--- src/rtl/xy_addr_gen.sv ---
// xy_addr_gen: 2-D scan address generator over a (X_MAX+1) x (Y_MAX+1) grid.
// Scans row-major (x fastest) or column-major (y fastest), optionally wrapping
// continuously at frame end, with synchronous abort and per-cycle enable.
//
// Optional feature macro: XY_ADDR_LINEAR_EN
//   defined   -> lin_addr = y_addr*(X_MAX+1) + x_addr (truncated to LIN_WIDTH)
//   undefined -> lin_addr tied to 0, no multiplier
//
// Ports:
//   clock      in   rising-edge clock
//   reset_n    in   asynchronous active-low reset
//   start      in   begin a scan from (0,0); ignored while scanning
//   abort      in   return to idle at next edge (highest priority)
//   enable     in   advance one position this cycle
//   cont       in   1 = wrap at frame end, 0 = stop after one frame
//   mode       in   0 = row-major, 1 = column-major; latched on start
//   x_addr     out  current x position
//   y_addr     out  current y position
//   valid      out  a scan is live
//   line_end   out  valid and fast axis at its maximum
//   frame_end  out  valid and both axes at their maxima
//   lin_addr   out  linear address (see macro above)
module xy_addr_gen #(
    parameter int unsigned X_WIDTH   = 8,
    parameter int unsigned Y_WIDTH   = 8,
    parameter int unsigned X_MAX     = 240,
    parameter int unsigned Y_MAX     = 160,
    parameter int unsigned LIN_WIDTH = 16
) (
    input  logic                 clock,
    input  logic                 reset_n,
    input  logic                 start,
    input  logic                 abort,
    input  logic                 enable,
    input  logic                 cont,
    input  logic                 mode,
    output logic [X_WIDTH-1:0]   x_addr,
    output logic [Y_WIDTH-1:0]   y_addr,
    output logic                 valid,
    output logic                 line_end,
    output logic                 frame_end,
    output logic [LIN_WIDTH-1:0] lin_addr
);

    localparam logic [X_WIDTH-1:0] X_LAST = X_WIDTH'(X_MAX);
    localparam logic [Y_WIDTH-1:0] Y_LAST = Y_WIDTH'(Y_MAX);

    typedef enum logic {
        IDLE = 1'b0,
        RUN  = 1'b1
    } state_t;

    state_t               state_q, state_d;
    logic [X_WIDTH-1:0]   x_q, x_d;
    logic [Y_WIDTH-1:0]   y_q, y_d;
    logic                 mode_q, mode_d;
    logic                 x_at_max;
    logic                 y_at_max;
    logic                 run;

    // Status flags decoded from registered state only
    assign x_at_max  = (x_q == X_LAST);
    assign y_at_max  = (y_q == Y_LAST);
    assign run       = (state_q == RUN);

    assign x_addr    = x_q;
    assign y_addr    = y_q;
    assign valid     = run;
    assign line_end  = run && (mode_q ? y_at_max : x_at_max);
    assign frame_end = run && x_at_max && y_at_max;

    // State and coordinate registers
    always_ff @(posedge clock or negedge reset_n) begin
        if (!reset_n) begin
            state_q <= IDLE;
            x_q     <= '0;
            y_q     <= '0;
            mode_q  <= 1'b0;
        end else begin
            state_q <= state_d;
            x_q     <= x_d;
            y_q     <= y_d;
            mode_q  <= mode_d;
        end
    end

    // Next-state and next-coordinate logic; abort overrides everything
    always_comb begin
        state_d = state_q;
        x_d     = x_q;
        y_d     = y_q;
        mode_d  = mode_q;

        if (abort) begin
            state_d = IDLE;
            x_d     = '0;
            y_d     = '0;
        end else begin
            case (state_q)
                IDLE: begin
                    if (start) begin
                        state_d = RUN;
                        x_d     = '0;
                        y_d     = '0;
                        mode_d  = mode;
                    end
                end
                RUN: begin
                    if (enable) begin
                        if (x_at_max && y_at_max) begin
                            // Frame complete: wrap or stop, both land on (0,0)
                            x_d = '0;
                            y_d = '0;
                            if (!cont) begin
                                state_d = IDLE;
                            end
                        end else if (!mode_q) begin
                            if (x_at_max) begin
                                x_d = '0;
                                y_d = y_q + Y_WIDTH'(1);
                            end else begin
                                x_d = x_q + X_WIDTH'(1);
                            end
                        end else begin
                            if (y_at_max) begin
                                y_d = '0;
                                x_d = x_q + X_WIDTH'(1);
                            end else begin
                                y_d = y_q + Y_WIDTH'(1);
                            end
                        end
                    end
                end
                default: begin
                    state_d = IDLE;
                    x_d     = '0;
                    y_d     = '0;
                end
            endcase
        end
    end

`ifdef XY_ADDR_LINEAR_EN
    localparam int unsigned X_SPAN = X_MAX + 1;

    // Row-major linear address from the registered coordinates
    assign lin_addr = LIN_WIDTH'(y_q) * LIN_WIDTH'(X_SPAN) + LIN_WIDTH'(x_q);
`else
    assign lin_addr = '0;
`endif

endmodule

--- config.mk ---
export PLATFORM = sky130hd
export DESIGN_NAME = xy_addr_gen
export DESIGN_NICKNAME = d
export VERILOG_FILES = /design/src/rtl/xy_addr_gen.sv
export SDC_FILE = /design/constraint.sdc
export NUM_CORES = 1
export LEC_CHECK = 0
export ABC_CLOCK_PERIOD_IN_PS = 3500
export CAP_MARGIN = 20
export CORE_MARGIN = 2
export CORE_UTILIZATION = 50
export DETAILED_ROUTE_END_ITERATION = 8
export HOLD_SLACK_MARGIN = 0.12
export PLACE_DENSITY = 0.88
export REMOVE_ABC_BUFFERS = 1
export SKIP_CTS_REPAIR_TIMING = 1
export SLEW_MARGIN = 40
export SYNTH_ARGS = -nofsm -noshare
export SYNTH_HDL_FRONTEND = slang
export SYNTH_SLANG_ARGS = --single-unit
--- constraint.sdc ---
create_clock -name clock -period 3.5 [get_ports clock]
set_input_delay 0.525 -clock clock [delete_from_list [all_inputs] [get_ports clock]]
set_output_delay 0.525 -clock clock [all_outputs]
set_load 0.02 [all_outputs]
-- After elaboration in Yosys (flattened, before gate mapping)
Index checks and enable logic that the tools add are counted.
- register bits after elaboration: 18
- output and inout port bits: 35
- logic and storage cells: 43
- add/sub/neg operators: 2
- eq/ne operators: 6
- multiplexer cells: 22
- bitwise operators: 2
- reductions and logical operators: 7
- operators with widths (kind ; count):
    $mux 8 ; 13
    $pmux 8 s2 ; 2
    $add 8x1->8 const B ; 2
    $eq 8x8->1 const B ; 2
    $reduce_and 3->1 ; 3
    $mux 1 ; 6
    $ne 3x3->1 const B ; 2
    $ne 5x2->1 const B ; 1
    $ne 5x3->1 const B ; 1
    $logic_and 1x1->1 ; 4
    $not 1->1 ; 2
    $pmux 1 s2 ; 1

-- Longest topological paths before layout
- depth in word-level cells: 7
- depth in mapped cells: 7

-- Worst setup path after synthesis
No wires, ideal clock.
- kind: reg-to-output
- start: register x_q[0] (netlist: x_addr[0])
- end: output port line_end
- arrival time: 1.447 ns
- slack: 1.528 ns
- cell stages (with the launch flop): 6
- path buffers: 0
- cells stage by stage: dfrtp_1 inv_1 ha_1 and4bb_4 nand3b_1 a21oi_1
- longest elaborated chain between the ends: 3
- RTL lines (what ; RTL line ; source):
    start, declared ; 54 ; logic [X_WIDTH-1:0] x_q, x_d;
    start signal, assigned ; 76 ; x_q <= '0;
    start signal, assigned ; 81 ; x_q <= x_d;
    $eq 8x8->1 ; 62 ; assign x_at_max = (x_q == X_LAST);
    $mux 1 ; 69 ; assign line_end = run && (mode_q ? y_at_max : x_at_max);
    $logic_and 1x1->1 ; 69 ;
    end, declared ; 40 ; output logic line_end,
Every way passes these cells.

-- Final worst setup path
- start: register x_q[0] (netlist: x_addr[0])
- end: output port frame_end
- longest elaborated chain between the ends: 3
- RTL lines (what ; RTL line ; source):
    $eq 8x8->1 ; 62 ;
    $logic_and 1x1->1 (2 in a row) ; 70 ; assign frame_end = run && x_at_max && y_at_max;
    end, declared ; 41 ; output logic frame_end,
Every way passes these cells.

==> run_results.csv <==
group,metric,value,unit
status,status,"completed",
route,final_antenna_net_count,0,
timing,maxSlewViolCount,0,
final_layout,layout.filler_cells,223,
synthesis,post-synth-top-count-cell,"sky130_fd_sc_hd__dfrtp_1",
timing,tightestPinTransition,698,ps
die,die_area,0.00312,mm2
timing,final_period_minus_worst_setup_slack,2710,ps
placed_design,routabilityCongestion,0.886,
worst_setup_path,setup.worst_path.start,"x_addr[0]",
worst_setup_path,worstReg2RegStart,"y_addr[0]",
synthesis,post_synth.cell_area_avg,9.28,um2
route,drc_errors,0,
global_route,grt_max_degree,19,
die,placementRows,18,
final_layout,finish.net_count,180,
placed_design,dp.final_hpwl,2.13,mm
placed_design,io_buffer_count,25,
clocking,tritoncts_buffers,3,
synthesis,synth-edff-count,0,
route,drt-initial-drc-count,38,
worst_setup_path,worstPathArrival,2190,ps
route,routed_via_density,5.64,
timing,layout_worst_path_cycle_share,77.5,%
synthesis,synth.yosys.seq_area_share,33.5,%
die,die_y,55.9,um
synthesis,syn_area,0.00135,mm2
final_layout,layout.cell_area.non_filler,0.00157,mm2
worst_setup_path,timing.critical_path.required,2970,ps
final_layout,number_of_diodes_added_for_antenna_fixing,0,
timing,rsz0062_at_grt,"no",
worst_setup_path,setup.worst_path.end_class,"primary output",
power,total_leakage_power,0.646,nW
power,p_comb_share,20.0,%
run,max-cap-violations,0,
worst_setup_path,rr_endpoint,"y_addr[0]",
power,power.net_switching,0.000137,W
power,cellPowerDensity,285,mW/mm2
power,p_sw_share,30.6,%
global_route,grt.total_usage,19.2,%
synthesis,asyncSetResetFlopFracSynth,100,%
die,io_pins,42,
route,detailedRoute.firstPassIterationCount,4,
clocking,cts_root_buf,"sky130_fd_sc_hd__clkbuf_4",
final_layout,area_delta_synth_final,16.8,%
synthesis,synthCells,145,
synthesis,synth.area.top_cells,"sky130_fd_sc_hd__dfrtp_1 33%, sky130_fd_sc_hd__buf_4 8.9%, sky130_fd_sc_hd__inv_1 4.5%",
route,routed-via-count,1117,
global_route,globalRoute.totalOverflow,0,
worst_setup_path,worst-r2r-cell-count,6,
clocking,clk-insertion-delay-late,300,ps
die,floorplan.initialDensity,53.3,%
worst_hold_path,holdCritPathClass,"in2async",
worst_setup_path,worst-r2r-setup-slack,1290,ps
route,wirelength,2.84,mm
die,die-width,55.9,um
power,clkPwrFrac,29.4,%
synthesis,synthesis.yosys.warnings,0,
worst_setup_path,worstSetupEndpoint,"frame_end",
timing,slew-limit-headroom,53.4,%
power,p_int,0.000311,W
synthesis,synth_cell_type_count,44,
timing,tns,0,ps
timing,setup_slack,788,ps
power,vdd_drop_max,0.000207,V
synthesis,ys.flop_type,"sky130_fd_sc_hd__dfrtp_1",
die,fp.coreArea,0.00252,mm2
placed_design,dp_slack,971,ps
clocking,h-tree-depth,1,
timing,fmax,369,MHz
clocking,cts_sinks,18,
synthesis,netlist.top_cell.by_area,"sky130_fd_sc_hd__dfrtp_1",
clocking,cts-root-to-sink-buffers,2,
timing,final_hold_viol_count,0,
worst_setup_path,setup.worst_path.start_class,"register",
final_layout,layout-drive-gt1-share,13.1,%
worst_setup_path,path_max_fanout,5,
clocking,clk_transition_reported_paths,110,ps
route,routedWlPerCell,14.4,um
global_route,antenna_found_initial,0,
synthesis,share_of_the_synthesized_area_in_the_top_cell_type,33.5,%
power,sequentialPowerShare,50.6,%
placed_design,dpl-instance-area,0.00154,mm2
global_route,first_global_vias,1073,
synthesis,commonest_cells_post_synth,"18 x sky130_fd_sc_hd__dfrtp_1, 16 x sky130_fd_sc_hd__buf_4, 16 x sky130_fd_sc_hd__inv_1, 9 x sky130_fd_sc_hd__nand3_1, 7 x sky130_fd_sc_hd__nand2_1",
timing,timing.clock.skew,9.94,ps
timing,report.final.setup_viol,0,
clocking,cts_tree,"built",
global_route,grt_pass1_wl,4.91,mm
synthesis,synth-seq-cells,18,
worst_setup_path,worstSetupPathType,"reg2out",
[per-layer routing]
layer  wire [um]  global-route usage (%)
met1        1170                    23.4
met2        1490                    35.7
met3         177                    2.79
met4           0                    4.08
met5           0                       0
[sequential cells by signal (all words and copies together) (netlist names)]
register / flops
y_addr: 8
mode_q: 1
valid: 1
x_addr: 8
[final cells by class]
type	instances	area, um2	area share (%)
Clock buffer	4	36.3	2.31
Multi-Input combinational cell	105	742	47.2
Sequential cell	18	450	28.7
Timing Repair Buffer	25	245	15.6
Tap cell	30	37.5	2.39
Inverter	16	60.1	3.82
[cell usage in the layout (no fill, tap or decap), types with 2 or more instances in the layout]
cell                              Yosys  final
sky130_fd_sc_hd__a211o_1              2      2
sky130_fd_sc_hd__a22o_1               4      4
sky130_fd_sc_hd__nand3_1              9      9
sky130_fd_sc_hd__nand2_1              7      7
sky130_fd_sc_hd__or2_2                2      2
sky130_fd_sc_hd__mux2i_1              2      2
sky130_fd_sc_hd__dfrtp_1             18     18
sky130_fd_sc_hd__nor3b_2              2      2
sky130_fd_sc_hd__inv_1               16     16
sky130_fd_sc_hd__nand4_1              4      4
sky130_fd_sc_hd__o21ai_0              2      2
sky130_fd_sc_hd__a21oi_1              4      4
sky130_fd_sc_hd__nor2_1               6      6
sky130_fd_sc_hd__and3_1               2      2
sky130_fd_sc_hd__mux2_2               2      2
sky130_fd_sc_hd__nor2b_1              2      2
sky130_fd_sc_hd__a211oi_1             2      2
sky130_fd_sc_hd__o2bb2ai_1            2      2
sky130_fd_sc_hd__clkdlybuf4s50_1      0     24
sky130_fd_sc_hd__nor3_1               4      4
sky130_fd_sc_hd__clkbuf_4             0      3
sky130_fd_sc_hd__ha_1                 4      4
sky130_fd_sc_hd__o22ai_1              5      5
sky130_fd_sc_hd__a221oi_1             5      5
sky130_fd_sc_hd__conb_1               1     16
[power by group through the flow]
stage / Combinational [W] / Sequential (W) / Clock (W)
5_1_grt: 0.0000984 / 0.000228 / 0.000144
3_5_place_dp: 0.0000904 / 0.000230 / 0
2_1_floorplan: 0.0000583 / 0.000232 / 0
3_3_place_gp: 0.0000879 / 0.000229 / 0
6_report: 0.0000898 / 0.000227 / 0.000132
4_1_cts: 0.0000908 / 0.000226 / 0.000135
[cells by family after synthesis]
kind of cell	Yosys count	share of synthesized area, %
compound gates	33	21.0
fa+ha+maj	4	3.72
buf+inv	37	15.5
flops	18	33.5
mux	4	3.16
other cells	1	0.279
simple gates	48	22.8
[stage by stage]
step	utilization [%]	instances	hold slack, ps	total power (W)
2_1_floorplan	-	139	229	0.000290
6_report	62.3	198	135	0.000448
3_5_place_dp	61.1	194	555	0.000321
4_1_cts	62.5	198	570	0.000452
5_1_grt	62.3	198	171	0.000471
3_3_place_gp	61.1	194	547	0.000317
[critical path: stages, from the launching register on]
cell                              delay, ps
sky130_fd_sc_hd__dfrtp_1                450
sky130_fd_sc_hd__inv_1                  110
sky130_fd_sc_hd__ha_1                   140
sky130_fd_sc_hd__and4bb_4               280
sky130_fd_sc_hd__nand4_1                160
sky130_fd_sc_hd__nor2_1                 120
sky130_fd_sc_hd__clkdlybuf4s50_1        610
[worst min-delay path by stage]
stage               startpoint   endpoint  cells past startpoint
CTS                  y_addr[7]  y_addr[7]                      2
detailed placement   y_addr[7]  y_addr[7]                      2
global placement     y_addr[7]  y_addr[7]                      2
floorplan              reset_n     mode_q                      0
global route           reset_n  y_addr[6]                      1
finish                 reset_n  x_addr[6]                      1
(Power assumes the default switching activity.)
